==> config.mk <==
export PLATFORM = sky130hd
export DESIGN_NAME = input_conditioner
export DESIGN_NICKNAME = d
export VERILOG_FILES = /design/src/rtl/input_conditioner.sv
export SDC_FILE = /design/constraint.sdc
export NUM_CORES = 1
export LEC_CHECK = 0
export CORE_MARGIN = 3
export CORE_UTILIZATION = 45
export CTS_CLUSTER_DIAMETER = 120
export CTS_CLUSTER_SIZE = 30
export DETAILED_ROUTE_END_ITERATION = 6
export HOLD_SLACK_MARGIN = 0.05
export PLACE_DENSITY = 0.69
export SYNTH_ARGS = -nofsm -noshare
export SYNTH_HDL_FRONTEND = slang
export SYNTH_SLANG_ARGS = --single-unit
==> constraint.sdc <==
create_clock -name clk -period 4.3 [get_ports clk]
set_clock_uncertainty 0.1 [all_clocks]
set_input_delay 1.075 -clock clk [delete_from_list [all_inputs] [get_ports clk]]
set_output_delay 1.075 -clock clk [all_outputs]
set_load 0.05 [all_outputs]
==> src/rtl/input_conditioner.sv <==
// input_conditioner
//
// Multi-channel input conditioner that brings WIDTH asynchronous board inputs
// into the clk domain. Each channel has these stages:
//   optional inversion -> SYNC_STAGES-deep synchroniser -> stability filter
//   -> registered level `out` (plus rise/fall pulses).
// The filter flips `out[i]` only after STABLE_CYCLES consecutive synchronised
// samples that differ from it. A single sample that agrees with `out[i]`
// clears the partial count.
//
// Optional feature macro: INPUT_COND_EDGE_EN
//   defined   : rise/fall/any_change pulse registers are built.
//   undefined : rise/fall/any_change are tied to 0. Level timing is unchanged.

module input_conditioner #(
  parameter int               WIDTH         = 8,
  parameter int               SYNC_STAGES   = 2,
  parameter int               STABLE_CYCLES = 16,
  parameter logic [WIDTH-1:0] INVERT        = '0,
  parameter logic [WIDTH-1:0] RESET_VALUE   = '0
) (
  input  logic             clk,
  input  logic             reset,
  input  logic [WIDTH-1:0] in,
  output logic [WIDTH-1:0] out,
  output logic [WIDTH-1:0] rise,
  output logic [WIDTH-1:0] fall,
  output logic             any_change
);

  // Counter only needs to reach STABLE_CYCLES-1, so it never wraps.
  localparam int               CNT_W   = (STABLE_CYCLES > 1) ? $clog2(STABLE_CYCLES) : 1;
  localparam logic [CNT_W-1:0] CNT_MAX = CNT_W'(STABLE_CYCLES - 1);

  logic [WIDTH-1:0] x;     // post-inversion raw input
  logic [WIDTH-1:0] s;     // synchronised sample (last sync stage)
  logic [WIDTH-1:0] flip;  // out[i] takes the value s[i] on this edge

  assign x = in ^ INVERT;

  for (genvar i = 0; i < WIDTH; i++) begin : g_chan
    logic [SYNC_STAGES-1:0] sync_q;
    logic [CNT_W-1:0]       cnt_q;

    if (SYNC_STAGES == 1) begin : g_sync1
      // Single-flop synchroniser.
      always_ff @(posedge clk or posedge reset) begin
        if (reset) sync_q <= RESET_VALUE[i];
        else       sync_q <= x[i];
      end
    end else begin : g_syncn
      // Shift chain: new sample enters at bit 0, and s is taken from the top bit.
      always_ff @(posedge clk or posedge reset) begin
        if (reset) sync_q <= {SYNC_STAGES{RESET_VALUE[i]}};
        else       sync_q <= {sync_q[SYNC_STAGES-2:0], x[i]};
      end
    end

    assign s[i]    = sync_q[SYNC_STAGES-1];
    assign flip[i] = (s[i] != out[i]) && (cnt_q == CNT_MAX);

    // Stability counter. It counts consecutive disagreeing samples and clears
    // on agreement or on a flip.
    always_ff @(posedge clk or posedge reset) begin
      if (reset)                       cnt_q <= '0;
      else if ((s[i] == out[i]) || flip[i]) cnt_q <= '0;
      else                             cnt_q <= cnt_q + CNT_W'(1);
    end
  end

  // Debounced level. The flipped bits are exactly those that reached the threshold.
  always_ff @(posedge clk or posedge reset) begin
    if (reset) out <= RESET_VALUE;
    else       out <= out ^ flip;
  end

`ifdef INPUT_COND_EDGE_EN
  // Edge pulses are registered alongside out. They are high during the first
  // cycle of the new level.
  always_ff @(posedge clk or posedge reset) begin
    if (reset) begin
      rise       <= '0;
      fall       <= '0;
      any_change <= 1'b0;
    end else begin
      rise       <= flip & ~out;
      fall       <= flip &  out;
      any_change <= |flip;
    end
  end
`else
  assign rise       = '0;
  assign fall       = '0;
  assign any_change = 1'b0;
`endif

endmodule

## After elaboration in Yosys (flattened, before gate mapping)

Cells that the tools add are included.

| word-level totals | value |
|---|---|
| register bits after elaboration | 56 |
| latch bits | 0 |
| memory bits (writable) | 0 |
| ROM bits | 0 |
| input port bits | 10 |
| output and inout port bits | 25 |
| word-level logic and storage cells | 74 |
| memories kept | 0 |

| cells by class | value |
|---|---|
| $add $sub $neg | 8 |
| multiply operators | 0 |
| div/mod/pow operators | 0 |
| $lt $le $gt $ge | 0 |
| eq/ne operators | 24 |
| shifts and indexed selects | 0 |
| multiplexer cells | 8 |
| bitwise logic cells | 1 |
| reduce and logical (&&, ||, !) cells | 16 |

Operator list:

| kind | number |
|---|---|
| $add 4x1->4 const B | 8 |
| $eq 4x4->1 const B | 8 |
| $mux 4 | 8 |
| $eq 1x1->1 | 8 |
| $logic_and 1x1->1 | 8 |
| $logic_or 1x1->1 | 8 |
| $ne 1x1->1 | 8 |
| $xor 8x8->8 | 1 |

## Longest topological paths before layout

| depth | value |
|---|---|
| word-level depth | 4 |
| depth in mapped cells | 4 |
| mapped depth without buffers | 4 |

## Least setup slack after synthesis

Ideal clock, no wire load.

| timing | value |
|---|---|
| path kind | register to output |
| start | register (tool-made name) |
| end | output port out[4] |
| arrival | 625 ps |
| data required time | 3125 ps |
| setup slack | 2500 ps |
| cell stages (with the launch flop) | 1 |
| buffers on the path | 0 |
| cells stage by stage | dfrtp_1 |

RTL lines:

| what | line | RTL |
|---|---|---|
| end, declared | 25 | `output logic [WIDTH-1:0] out,` |

==> results.ini <==
[yosys]
synth_seq_area_share_pct = 63.2
ys_warn_count = 0
synth.distinct_cells = 11
synthCells = 179
ys_seq_elements = 56
synth.cell_area_um2 = 2220
postSynthAreaPerCell_um2 = 12.4

[worst_setup_path]
worstSetupPathDepth = 1
rr_worst_depth = 3
cp.required_ns = 3.12
worst_setup_path_end_kind = output port
startpoint_type = flop
critPathKind = flop to output port
max_stage_delay_ns = 0.81
path_cells = clkdlybuf4s50_1
slowest_stage = clkdlybuf4s50_1
crit_arrival_ns = 1.51
path_max_fanout = 3
cpLargestDelayFamily = buffers and inverters
cp_num_buf_inv = 1

[layout]
seqCellArea_um2 = 1400
diodes = 0
nNetsFinal = 221
syn2layout_area_growth_pct = 13.5
layout-drive-gt1-share_pct = 4.41
layout.cells.non_filler = 269
postLayoutCellArea_um2 = 2520
utilization_pct = 55.1
multi_input_area_um2 = 714
fillers = 408

[clock_network]
clkTransAtPathRegs_ns = 0.09
cts_tree = done
clock_latency_ns = 0.30
h-tree-depth = 2
cts_setup_buffers = 0
numCtsBuffers = 5
clkSinkCount = 56
ctsHoldBuffers = 0
cts-root-buf = clkbuf_8
clk_path_buf_depth = 2
cts_resized = 0

[timing]
finalCriticalPeriod_ns = 2.68
setup-violations-final = 0
tns_ns = 0
worst_pin_slew_ns = 0.496
relSlewSlack_pct = 66.8
max_freq_mhz = 373
timing.final.ws_setup_ns = 1.62
hold_viol = 0
maxSlewViolCount = 0
hold_slack_ns = 0.254
rsz0062_at_grt = no
post-route-period-util_pct = 62.3

[hold_path]
whs_path_depth = 0
hp-class = flop to flop

[drt]
drt_iter0_drc = 37
avgViaCountPerCell = 4.36
drtAntennaViolNets = 0
drtPass1Iterations = 4
drc = 0
wl_per_cell_um = 10.3
wirelength_mm = 2.78
vias = 1173

[global_routing]
grt_max_degree = 42
grt_pass1_wl_mm = 5.20
use_met3_pct = 3.43
met2_usage_pct = 19.3
first_global_vias = 1249
busiest_layer = met2
grt.overflow.total = 0
use_met1_pct = 12.6
grt.total_usage_pct = 11.3
antenna_found_initial = 0

[die]
dieArea_um2 = 5800
num_rows = 24
ios = 35
coreArea_um2 = 4560
start_util_pct = 48.6
die-height_um = 76.2
die_w_um = 76.2

[power_and_ir_drop]
peakVddDrop_mv = 0.252
p_per_area_nw_per_um2 = 393
total_power_mw = 0.989
p_leak_nw = 1.21

[placed_design]
place_ws_ns = 1.95
place_congestion = 0.687
io_buffers = 17
dpl.cell_count = 261
dp_hpwl_mm = 2.05
dpl_cell_area_um2 = 2410

[run_status]
status = finished, final reports clean

[flow_run]
max_cap_violations = 0

-- path summary, 6_finish.rpt --
| kind | end | from | slack, ns |
|---|---|---|---|
| setup / recovery | out[7] | flop | 1.62 |
| hold / removal | g_chan[3].sync_q[1] | g_chan[3].sync_q[0] | 0.25 |
| setup reg to reg | flop | g_chan[4].cnt_q[0] | 2.99 |
| hold reg to reg | g_chan[3].sync_q[1] | g_chan[3].sync_q[0] | 0.25 |
| max in group asynchronous | g_chan[2].cnt_q[3] | reset | 2.39 |
| min in group asynchronous | async pin | reset | 0.93 |
-- cell families (layout without fill, tap and decap cells) --
kind of cell / Yosys count / count (layout) / share of synthesized area [%]
XOR/XNOR: 24 / 24 / 9.48
adder cells (fa/ha/maj): 8 / 8 / 4.51
buffers and inverters: 26 / 35 / 7.28
flip-flops: 56 / 56 / 63.2
multiplexers: 8 / 8 / 4.06
other: 1 / 17 / 0.169
AND/OR/NAND/NOR: 56 / 56 / 11.3
-- synthesized netlist by cell type (all sizes together) --
| cell | instances | area share [%] |
|---|---|---|
| buf | 17 | 5.8 |
| conb | 1 | 0.17 |
| dfrtp | 56 | 63 |
| ha | 8 | 4.5 |
| inv | 9 | 1.5 |
| mux2 | 8 | 4.1 |
| nand2b | 8 | 2.3 |
| nand3 | 16 | 3.6 |
| nor2 | 32 | 5.4 |
| xnor2 | 16 | 6.3 |
| xor2 | 8 | 3.2 |
-- placed cells by master (no fill, tap or decap), drive strengths merged --
cell / Yosys / layout
inv: 9 / 9
mux2: 8 / 8
conb: 1 / 17
nand2b: 8 / 8
nand3: 16 / 16
xnor2: 16 / 16
clkdlybuf4s50: 0 / 17
buf: 17 / 1
xor2: 8 / 8
ha: 8 / 8
clkinv: 0 / 1
clkbuf: 0 / 6
bufinv: 0 / 1
nor2: 32 / 32
dfrtp: 56 / 56
-- layer usage --
layer / wire [um] / up-vias / part of all wire, %
li1: - / 576 / -
met1: 1200 / 564 / 43
met2: 1400 / 27 / 50
met3: 132 / 6 / 4.7
met4: 44 / 0 / 1.6
met5: 0 / - / 0
-- report_power, final --
part / switching (mW) / leakage (nW) / internal [mW] / total (mW)
clock: 0.156 / 0.0552 / 0.173 / 0.329
combinational: 0.0632 / 0.433 / 0.0288 / 0.0921
sequential: 0.0165 / 0.725 / 0.552 / 0.569
total: 0.236 / 1.21 / 0.754 / 0.989
-- cell type report --
type / instances / area share [%]
sequential: 56 / 55.7
multi-input combinational: 113 / 28.4
timing repair buffer: 18 / 7.06
tap: 65 / 3.23
clock buffer: 6 / 2.88
clock inverter: 2 / 1.39
inverter: 9 / 1.34
No activity file was read; power rests on OpenSTA's default activity.
